File: config.mk
export PLATFORM = sky130hd
export DESIGN_NAME = pfd_tdc_ctrl
export DESIGN_NICKNAME = d
export VERILOG_FILES = /design/src/rtl/pfd_tdc_ctrl.sv
export SDC_FILE = /design/constraint.sdc
export NUM_CORES = 1
export LEC_CHECK = 0
export BUFFER_PORTS_ARGS = -buffer_cell sky130_fd_sc_hd__buf_2
export CORE_ASPECT_RATIO = 0.75
export CORE_MARGIN = 2
export CORE_UTILIZATION = 45
export CTS_CLUSTER_DIAMETER = 40
export DETAILED_ROUTE_END_ITERATION = 10
export PLACE_DENSITY = 0.74
export SYNTH_ARGS = -nofsm -noshare
export SYNTH_HDL_FRONTEND = slang
export SYNTH_SLANG_ARGS = --single-unit
File: constraint.sdc
create_clock -name dco_clk -period 12.1 [get_ports dco_clk]
set_input_delay 2.42 -clock dco_clk [delete_from_list [all_inputs] [get_ports dco_clk]]
set_output_delay 2.42 -clock dco_clk [all_outputs]
set_load 0.01 [all_outputs]
File: src/rtl/pfd_tdc_ctrl.sv
// Interval TDC: counts dco_clk cycles between two muxed, synchronised edges.
// Result averaging is built only when the TDC_AVG_EN macro is defined.
module pfd_tdc_ctrl #(
  parameter int CNT_W      = 13,
  parameter int SAT_MAX    = 8190,
  parameter int COARSE_DIV = 280,
  parameter int MED_STEPS  = 8,
  parameter int CO_W       = 5,
  parameter int HOLD_CYC   = 3,
  parameter int AVG_LOG2   = 2
) (
  input  logic                 dco_clk,
  input  logic                 reset,
  input  logic                 enable_PFD_TDC,
  input  logic                 select_PFD_input,
  input  logic                 ref_clk,
  input  logic                 external1,
  input  logic                 gated_dco_clk,
  input  logic                 external2,
  output logic                 early,
  output logic [CNT_W-1:0]     count_out,
  output logic [CO_W-1:0]      coarse,
  output logic [MED_STEPS-1:0] bs,
  output logic                 meas_valid,
  output logic                 fine_done_pre,
  output logic                 overflow,
  output logic [CNT_W-1:0]     avg_count,
  output logic                 avg_valid,
  output logic [1:0]           fsm_state
);

  // meas_valid / avg_valid are one-cycle strobes with no ready: the result
  // outputs change on the strobe cycle and stay stable until the next one.

  localparam int HW     = (HOLD_CYC > 2) ? $clog2(HOLD_CYC) : 1;
  localparam int MW     = (MED_STEPS > 1) ? $clog2(MED_STEPS) : 1;
  localparam int PW     = CNT_W + MW + 1;
  localparam int CO_MAX = (1 << CO_W) - 1;
  localparam logic [MED_STEPS-1:0] BS_RST = MED_STEPS'(1);

  typedef enum logic [1:0] {IDLE = 2'd0, COUNT = 2'd1, DONE = 2'd2, HOLD = 2'd3} state_t;

  state_t           state_q, state_d;
  logic [CNT_W-1:0] cnt_q, cnt_d;
  logic [HW-1:0]    hold_q, hold_d;
  logic             first_q, first_d;
  logic             sel_q;
  logic [2:0]       sync1_q, sync2_q;
  logic             edge1_in, edge2_in, det1, det2;

  logic             capture, start;
  logic [CNT_W-1:0] cap_val;
  logic             cap_early, cap_ovf;

  logic [CNT_W-1:0]     res_coarse, res_rem;
  logic [PW-1:0]        med_prod;
  logic [MW-1:0]        med_idx;
  logic [CO_W-1:0]      coarse_d;
  logic [MED_STEPS-1:0] bs_d;

  // Source select is frozen outside IDLE so a measurement never changes inputs.
  assign edge1_in = sel_q ? external1 : ref_clk;
  assign edge2_in = sel_q ? external2 : gated_dco_clk;
  assign det1     = sync1_q[1] & ~sync1_q[2];
  assign det2     = sync2_q[1] & ~sync2_q[2];

  assign meas_valid = (state_q == DONE);
  assign fsm_state  = state_q;

  always_comb begin
    state_d   = state_q;
    cnt_d     = cnt_q;
    hold_d    = hold_q;
    first_d   = first_q;
    capture   = 1'b0;
    start     = 1'b0;
    cap_val   = '0;
    cap_early = 1'b0;
    cap_ovf   = 1'b0;
    if (!enable_PFD_TDC) begin
      state_d = IDLE;
      cnt_d   = '0;
      hold_d  = '0;
    end else begin
      case (state_q)
        IDLE: begin
          if (det1 && det2) begin
            capture   = 1'b1;
            cap_early = 1'b1;
            state_d   = DONE;
          end else if (det1 || det2) begin
            start   = 1'b1;
            cnt_d   = CNT_W'(1);
            first_d = det1;
            state_d = COUNT;
          end
        end
        COUNT: begin
          if (first_q ? det2 : det1) begin
            capture   = 1'b1;
            cap_val   = cnt_q;
            cap_early = first_q;
            state_d   = DONE;
          end else if (cnt_q >= CNT_W'(SAT_MAX)) begin
            capture   = 1'b1;
            cap_val   = CNT_W'(SAT_MAX);
            cap_early = first_q;
            cap_ovf   = 1'b1;
            state_d   = DONE;
          end else begin
            cnt_d = cnt_q + 1'b1;
          end
        end
        DONE: begin
          cnt_d   = '0;
          hold_d  = '0;
          state_d = HOLD;
        end
        HOLD: begin
          if (hold_q == HW'(HOLD_CYC - 1)) state_d = IDLE;
          else hold_d = hold_q + 1'b1;
        end
        default: state_d = IDLE;
      endcase
    end
  end

  // Coarse step and one-hot medium position of the value being captured.
  always_comb begin
    res_coarse = cap_val / CNT_W'(COARSE_DIV);
    res_rem    = cap_val % CNT_W'(COARSE_DIV);
    med_prod   = PW'(res_rem) * PW'(MED_STEPS);
    med_idx    = MW'(med_prod / PW'(COARSE_DIV));
    coarse_d   = (res_coarse > CNT_W'(CO_MAX)) ? CO_W'(CO_MAX) : CO_W'(res_coarse);
    bs_d          = '0;
    bs_d[med_idx] = 1'b1;
  end

  always_ff @(posedge dco_clk or posedge reset) begin
    if (reset) begin
      state_q       <= IDLE;
      cnt_q         <= '0;
      hold_q        <= '0;
      first_q       <= 1'b0;
      sel_q         <= 1'b0;
      sync1_q       <= '0;
      sync2_q       <= '0;
      count_out     <= '0;
      coarse        <= '0;
      bs            <= BS_RST;
      early         <= 1'b0;
      overflow      <= 1'b0;
      fine_done_pre <= 1'b0;
    end else begin
      state_q <= state_d;
      cnt_q   <= cnt_d;
      hold_q  <= hold_d;
      first_q <= first_d;
      sync1_q <= {sync1_q[1:0], edge1_in};
      sync2_q <= {sync2_q[1:0], edge2_in};
      if (state_q == IDLE) sel_q <= select_PFD_input;
      if (capture) begin
        count_out     <= cap_val;
        coarse        <= coarse_d;
        bs            <= bs_d;
        early         <= cap_early;
        overflow      <= cap_ovf;
        fine_done_pre <= 1'b1;
      end else if (start) begin
        fine_done_pre <= 1'b0;
      end
    end
  end

`ifdef TDC_AVG_EN
  logic [CNT_W+AVG_LOG2-1:0] acc_q, acc_sum;
  logic [AVG_LOG2:0]         nres_q;
  logic                      avg_hit_q;

  assign acc_sum   = acc_q + (CNT_W+AVG_LOG2)'(cap_val);
  assign avg_valid = meas_valid & avg_hit_q;

  always_ff @(posedge dco_clk or posedge reset) begin
    if (reset) begin
      acc_q     <= '0;
      nres_q    <= '0;
      avg_hit_q <= 1'b0;
      avg_count <= '0;
    end else begin
      avg_hit_q <= 1'b0;
      if (capture) begin
        if (nres_q == (AVG_LOG2+1)'((1 << AVG_LOG2) - 1)) begin
          avg_count <= CNT_W'(acc_sum >> AVG_LOG2);
          acc_q     <= '0;
          nres_q    <= '0;
          avg_hit_q <= 1'b1;
        end else begin
          acc_q  <= acc_sum;
          nres_q <= nres_q + 1'b1;
        end
      end
    end
  end
`else
  assign avg_count = '0;
  assign avg_valid = 1'b0;
`endif

endmodule

* Word level (Yosys, flattened, before mapping)
Index checks and enable logic that the tools add are counted.
Operators by class: add/subtract/negate cells 2, div/mod/pow operators 3, $lt $le $gt $ge 4, equality and inequality tests 14, multiplexer cells 44, bitwise gates (word level) 5, reductions and logical operators 9
Operator list (count):
- 2-to-1 mux 13 bit | 9
- case mux 13 bit (3 select lines) | 1
- 2-to-1 mux 1 bit | 20
- inequality test 3 bit (second input constant) | 6
- divider 16 x 9 -> 17 bit (second input constant) | 1
- 2-to-1 mux 2 bit | 8
- adder 13 x 1 -> 13 bit (second input constant) | 1
- divider 13 x 9 -> 13 bit (second input constant) | 1
- >= comparator 13 bit (second input constant) | 1
- > comparator 13 x 5 -> 1 bit (second input constant) | 1
- remainder unit 13 x 9 -> 13 bit (second input constant) | 1
- inequality test 4 bit (second input constant) | 2
- case mux 2 bit (4 select lines) | 1
- equality test 2 bit (second input constant) | 3
- 2-to-1 mux 5 bit | 1
- AND reduction 5 bit | 1
- < comparator 3 x 4 -> 1 bit (second input constant) | 1
- inequality test 4 x 1 -> 1 bit (second input constant) | 1
- case mux 1 bit (2 select lines) | 2
- case mux 2 bit (2 select lines) | 1
- AND reduction 4 bit | 1
- demux 1 bit (select 3 bit) | 1
- >= comparator 3 x 1 -> 1 bit (second input constant) | 1
- inequality test 3 x 1 -> 1 bit (second input constant) | 1
- 10 further kinds | 14
Storage, ports and cells: register bits after elaboration 54, input bits 8, logic and storage cells 94

* Logic depth before layout (Yosys ltp)
Gate-level depths: netlist (run 1).
depth after elaboration 12, depth in mapped cells 23, mapped depth without buffers 20

* Worst setup path after synthesis (run 1)
No wires, ideal clock.
path kind input to register, from input enable_PFD_TDC, to register bs[2], arrival 6.765 ns, path slack 5.214 ns, stages on the path 17, cells stage by stage nand2_1 nor4_1 xor2_1 a2111oi_1 a311o_1 o31ai_1 a21oi_1 o21ai_0 o221ai_2 nand4_1 o221a_2 o21ai_4 a21boi_4 xnor2_1 a2111o_1 o31a_1 a32o_1
Between the ends: longest elaborated chain between the ends 7, elaborated cells on any way between the ends 9, those cells by class 2 x div; 2 x order compare; 4 x mux; 1 x reduce/logical
Ends and longest elaborated chain:
- start: declaration | line 14 | input logic enable_PFD_TDC,
- 2-to-1 mux 13 bit | line 80 | if (!enable_PFD_TDC) begin
- remainder unit 13 x 9 -> 13 bit | line 131 | res_rem = cap_val % CNT_W'(COARSE_DIV);
- divider 16 x 9 -> 17 bit | line 133 | med_idx = MW'(med_prod / PW'(COARSE_DIV));
- < comparator 3 x 4 -> 1 bit (not written as such) or >= comparator 3 x 1 -> 1 bit (tied branches) | line 136 | bs_d[med_idx] = 1'b1;
- logical AND 1 bit (not written as such) | line 136
- 2-to-1 mux 1 bit (not written as such) | line 136
- demux 1 bit (select 3 bit) | line 136
- end signal: assignment | line 165 | bs <= bs_d;
- end: declaration | line 23 | output logic [MED_STEPS-1:0] bs,
Parallel ways exist; a longest one is shown, timed or not. A chain may end at the register's enable or synchronous reset.

* Worst setup path in the final report (run 1)
Ends and elaborated chain as after synthesis.

==> results of run 1 <==
==> worst max-delay path, cell delays in order <==
cell	delay, ns
buf_2	0.23
nand2_1	0.29
nor4_1	0.41
xor2_1	0.12
a2111oi_1	0.62
a311o_1	0.37
o31ai_1	0.13
a21oi_1	0.39
o21ai_0	0.20
o221ai_2	0.31
nand4_1	0.31
o21ai_1	0.74
nor3b_1	0.25
a31oi_1	0.06
o211ai_1	0.32
xnor2_1	0.16
a22oi_1	0.25
nand3_2	0.20
a32o_1	0.30
==> cell usage after synthesis (3+ instances only) <==
master	instances	area, sq um
buf_2	8	40.0
mux2_2	5	56.3
ha_1	9	113
or3_1	4	25.0
a211oi_1	5	37.5
o31ai_1	5	37.5
a211o_1	4	35.0
a22o_1	4	35.0
o21ai_1	5	25.0
nor2_2	3	18.8
xnor2_1	11	96.3
nor3_1	17	85.1
or3_4	3	33.8
o211ai_1	9	67.6
o31a_1	3	26.3
clkbuf_1	14	52.6
nand2b_1	6	37.5
nor3b_1	3	22.5
or2_1	5	31.3
a21o_1	4	30.0
nor4_1	5	31.3
nor2b_1	5	31.3
o21ai_0	39	195
dfrtp_1	53	1330
a21oi_1	23	115
a22oi_1	4	30.0
mux2i_1	10	100
buf_4	16	120
inv_1	14	52.6
buf_1	3	11.3
a31oi_1	7	43.8
a311o_1	4	40.0
xor2_1	7	61.3
nand2_1	79	297
o21ai_2	4	35.0
nand4_1	6	37.5
nor3_2	4	40.0
nor2_1	48	180
nand3_1	22	110
and2_1	5	31.3
==> final cells by class <==
| class | count | area (sq um) |
|---|---|---|
| sequential | 54 | 1350 |
| inverter | 14 | 52.6 |
| clock buffer | 5 | 125 |
| tap | 132 | 165 |
| fill | 929 | 4830 |
| clock inverter | 3 | 48.8 |
| timing repair buffer | 43 | 225 |
| multi-input combinational | 458 | 2970 |
==> path summary, 6_finish.rpt <==
path / cells after the start / to / startpoint
setup / recovery: 19 / bs[2]$_DFFE_PP0P_ / enable_PFD_TDC
hold / removal: 0 / sync2_q[1]$_DFF_PP0_ / sync2_q[0]$_DFF_PP0_
setup reg to reg: 18 / bs[2]$_DFFE_PP0P_ / cnt_q[10]$_DFFE_PP0P_
hold reg to reg: 0 / sync2_q[1]$_DFF_PP0_ / sync2_q[0]$_DFF_PP0_
max in group asynchronous: 2 / coarse[3]$_DFFE_PP0P_ / reset
min in group asynchronous: 2 / fine_done_pre$_DFFE_PP0P_ / reset
==> sequential cells by signal, summed over array words and instances (netlist names), 2 cells and up <==
register / cells
cnt_q: 13
count_out: 13
bs: 8
coarse: 5
sync1_q: 3
sync2_q: 3
fsm_state: 2
hold_q: 2
==> where the power goes <==
group	total [W]	switching [W]	internal (W)
Clock	0.000171	0.0000715	0.0000993
Sequential	0.000269	0.0000370	0.000232
Combinational	0.000377	0.000239	0.000138
Total	0.000817	0.000348	0.000469
==> stage by stage <==
stage                     setup slack (ns)  hold WS (ns)  util (%)
after floorplan                       5.21         0.331         -
after global placement                4.24         0.333      48.8
after detailed placement              3.98         0.337      48.8
after CTS                             4.28         0.353      50.6
after global routing                  3.49         0.358      50.6
final                                 4.19         0.356      50.6
==> kinds of logic after synthesis <==
kind of cell,share of synthesized area (%)
adders and majority gates,2.46
DFF,29.5
and+or+nand+nor,24.0
AOI/OAI and AO/OA,29.8
muxes,3.96
other,0.0819
buffers and inverters,6.64
xor gates and xnor gates,3.44
==> routing by layer <==
| metal | up-vias | track usage [%] |
|---|---|---|
| met1 | 2071 | 34.6 |
| met5 | - | 0 |
| li1 | 2065 | - |
| met3 | 22 | 3.45 |
| met4 | 0 | 4.07 |
| met2 | 193 | 33.5 |
==> layout by cell type (no fill, tap or decap), types with 7 or more instances in the layout <==
cell / Yosys / final
nand2_1: 79 / 79
dfrtp_1: 53 / 53
nor2_1: 48 / 48
o21ai_0: 39 / 39
buf_2: 8 / 39
a21oi_1: 23 / 23
nand3_1: 22 / 22
nor3_1: 17 / 17
conb_1: 1 / 14
inv_1: 14 / 13
xnor2_1: 11 / 11
mux2i_1: 10 / 10
o211ai_1: 9 / 9
ha_1: 9 / 9
a31oi_1: 7 / 7
xor2_1: 7 / 7
==> metrics.cfg, run 1 <==
[yosys]
synthArstFlopShare_pct=100
yosys.cell_types.count=94
ys_seq_area_share_pct=29.5
avgSynthCellArea_sq_um=8.22
ys.flop_type=dfrtp_1
synth-seq-cells=54
yosys_warnings=0
syn-cell-area_sq_um=4580
synth_edf_count=0
synthCells=557

[status]
status=finished, final reports clean

[clocking]
clkTransAtPathRegs_ns=0.08
cts.repair.resized=0
cts_setup_buffers=0
h-tree-depth=2
numClockSinks=54
clock_latency_ns=0.30
root_buffer=clkbuf_16
ctsHoldBuffers=0
cts_buffers=5
cts_tree=yes
clock_path_buffers=2

[sta]
tns_ns=0
final-max-slew-violation-count=0
setup_viol=0
tightest_slew_ns=1.13
max_freq_ghz=0.126
fin_crit_ns=7.91
finClkSkew_ns=0.00515
finalHoldViolations=0
rsz0062_at_grt=false
relSlewSlack_pct=24.3
fin_crit_sh_pct=65.3

[setup_path]
crit_path_end_kind=flop
critPathLaunchType=primary input
cp_max_fo=15
crit_arrival_ns=8.09
path_class=primary input to flop
required_ns=12.29
reg2reg_slack_ns=5.61

[route]
ant_nets=0
wl_per_cell_um=17.1
vias=4351
routed.top_layer=met4
dr_wl_met3_um=904
dr.pass1.iters=5
drc=0
drtIter0Drc=437
drt-met1-wl_um=5750
drt-total-wl_um=12100
viasPerCell=6.14
wl_met2_um=5320

[hold_path]
hold_path.class=flop to flop

[finish]
n_antenna_cell=0
design_area_sq_um=4940
nNetsFinal=593
syn_to_final_growth_pct=7.90
fin_cells=709
drive_gt1_share_pct=17.0

[floorplanning]
initial_utilization_pct=46.9
die_w_um=120
io_pins=54
coreArea_sq_um=9770
die_h_um=91.4
num_rows=31
die-area_sq_um=11000

[placement]
port_buffers=39
dpl_cell_area_sq_um=4770
dp.cells=701
gp_congestion=0.919
dp_hpwl_um=9030

[power]
power_w=0.000817
p_leak_nw=2.13
p_per_area_nw_per_um2=165
ir_drop_uv=75.5

[global_routing]
antenna_found_initial=0
grt_pass1_vias=4014
grt_pass1_wl_um=20400
grtUsageTotal_pct=22.6
grt.overflow.total=0
grt_max_degree=55

[flow_run]
cap_violations=0

Power figures use the tool's default switching activity.
==> inputs of run 2 (changes only) <==
PLACE_DENSITY = 0.77   (was 0.74)
clock period = 7.2 ns   (was 12.1 ns; I/O delays follow)
==> metrics.cfg, run 2 (same netlist as run 1, synthesis figures left out) <==
[clocking]
cts_tree=yes
ctsHoldBuffers=0  ; unchanged
cts_buffers=5  ; unchanged
numClockSinks=54  ; unchanged
clkTransAtPathRegs_ns=0.07  ; about the same
clock_latency_ns=0.30  ; about the same
cts.repair.resized=0  ; unchanged
cts_setup_buffers=0  ; unchanged
h-tree-depth=2  ; unchanged
root_buffer=clkbuf_16
clock_path_buffers=2  ; unchanged

[placement]
dp.cells=710  ; +1.3%
port_buffers=39  ; unchanged
dp_hpwl_um=9200  ; +1.9%
gp_congestion=0.927  ; +0.86%

[route]
ant_nets=0  ; unchanged
dr.pass1.iters=5  ; unchanged
drc=0  ; unchanged
vias=4416  ; +1.5%
viasPerCell=6.15  ; +0.22%
drtIter0Drc=539  ; +23%
drt-total-wl_um=12300  ; +1.4%
wl_per_cell_um=17.1  ; about the same

[sta]
fin_crit_ns=6.61
setup_viol=0  ; unchanged
finClkSkew_ns=0.00715  ; +0.00200 ns
finalHoldViolations=0  ; unchanged
max_freq_ghz=0.151
tightest_slew_ns=0.974  ; -0.160 ns
relSlewSlack_pct=35.0  ; +11 points
final-max-slew-violation-count=0  ; unchanged
fin_crit_sh_pct=91.8
tns_ns=0  ; unchanged
rsz0062_at_grt=false

[floorplanning]
coreArea_sq_um=9770  ; unchanged
die_w_um=120  ; unchanged
num_rows=31  ; unchanged
io_pins=54  ; unchanged
initial_utilization_pct=46.9  ; unchanged
die_h_um=91.4  ; unchanged
die-area_sq_um=11000  ; unchanged

[setup_path]
crit_path_end_kind=flop
path_buf_inv=1  ; unchanged
crit_family=compound AO/OA/AOI/OAI gates
path_class=primary input to flop
critPathMaxStageDelay_ns=0.63  ; -0.11 ns
crit_arrival_ns=6.79  ; -1.30 ns
cp_max_fo=15  ; unchanged
crit_chain=buf_2 > nand2_1 > nor4_1 > nand2b_1 > a21oi_1 > a311oi_2 > a31oi_4 > nor3_2 > o31a_1 > a31o_1 > mux2_1 > o221a_2 > o21ai_4 > a21boi_4 > xnor2_1 > a2111o_1 > o31a_1 > a22oi_1 > a21oi_1
critPathLaunchType=primary input
required_ns=7.38  ; -4.91 ns
slowest_stage=a311oi_2

[finish]
layout_commonest_cell=nand2_1
syn_to_final_growth_pct=9.37
nNetsFinal=602  ; +1.5%
drive_gt1_share_pct=18.3  ; +1.3 points
fin_cells=718  ; +1.3%
n_antenna_cell=0  ; unchanged
largestRegisters=cnt_q (13), count_out (13), bs (8)
mostFrequentLayoutCells=79 x nand2_1, 53 x dfrtp_1, 48 x nor2_1
final.fill_count=908  ; -2.3%

[power]
p_seq_share_pct=32.9  ; about the same
intPower_w=0.000793  ; +69%
pwr-share-clk_pct=20.8  ; about the same
ir_drop_uv=121  ; +61%
switching_share_pct=42.3  ; -0.23 points
p_comb_share_pct=46.3  ; about the same
p_per_area_nw_per_um2=275  ; +66%
p_sw_w=0.000582  ; +67%
p_leak_nw=2.18  ; +2.2%

[flow_run]
cap_violations=0  ; unchanged

[global_routing]
grt_pass1_vias=4036  ; +0.55%
antenna_found_initial=0  ; unchanged
grt_pass1_wl_um=20600  ; +0.77%
grt.overflow.total=0  ; unchanged
grt_max_degree=55  ; unchanged
grtUsageTotal_pct=22.6  ; +0.053 points

[hold_path]
hold_path.class=flop to flop

[status]
status=finished, final reports clean

-- run 2: final timing paths --
| check | slack (ns) | depth (start not counted) | start | endpoint |
|---|---|---|---|---|
| min in group asynchronous | 1.33 | 3 | reset | fine_done_pre$_DFFE_PP0P_ |
| setup / recovery | 0.59 | 19 | enable_PFD_TDC | bs[7]$_DFFE_PP0P_ |
| setup reg to reg | 0.89 | 20 | cnt_q[0]$_DFFE_PP0P_ | bs[7]$_DFFE_PP0P_ |
| max in group asynchronous | 5.42 | 3 | reset | cnt_q[10]$_DFFE_PP0P_ |
| hold reg to reg | 0.35 | 0 | sync2_q[0]$_DFF_PP0_ | sync2_q[1]$_DFF_PP0_ |
| hold / removal | 0.35 | 0 | sync2_q[0]$_DFF_PP0_ | sync2_q[1]$_DFF_PP0_ |
-- run 2: area by class of cell --
cell class              count  area (sq um)  area share, %
multi-input cells         458          2970           59.3
inverters                  14          52.6           1.05
clock inverters             3          48.8          0.974
well taps                 132           165           3.30
flip-flops and latches     54          1350           27.0
clock buffers               5           125           2.50
repair buffers             52           293           5.85
-- run 2: power by group through the flow --
stage	combinational, W	clock [W]	sequential, W
finish	0.000637	0.000286	0.000453
global route	0.000705	0.000305	0.000466
CTS	0.000632	0.000290	0.000453
detailed placement	0.000629	0	0.000459
global placement	0.000620	0	0.000452
floorplan	0.000426	0	0.000475
-- run 2: metrics by stage --
stage	setup WS (ns)	cell area, sq um	total power, W	hold slack (ns)	util (%)
after global placement	0.397	4830	0.00107	0.334	49.5
after global routing	0.189	5010	0.00148	0.373	51.2
after floorplan	1.29	4630	0.000901	0.331	-
after CTS	0.700	5010	0.00138	0.351	51.2
final	0.593	5010	0.00138	0.350	51.2
after detailed placement	0.395	4830	0.00109	0.335	49.5
-- run 2: metal layers --
layer / global-route usage (%) / share of wire, %
met1: 33.7 / 47
met2: 34.7 / 44
met3: 4.02 / 8.5
met4: 3.29 / 0.87
met5: 0 / 0
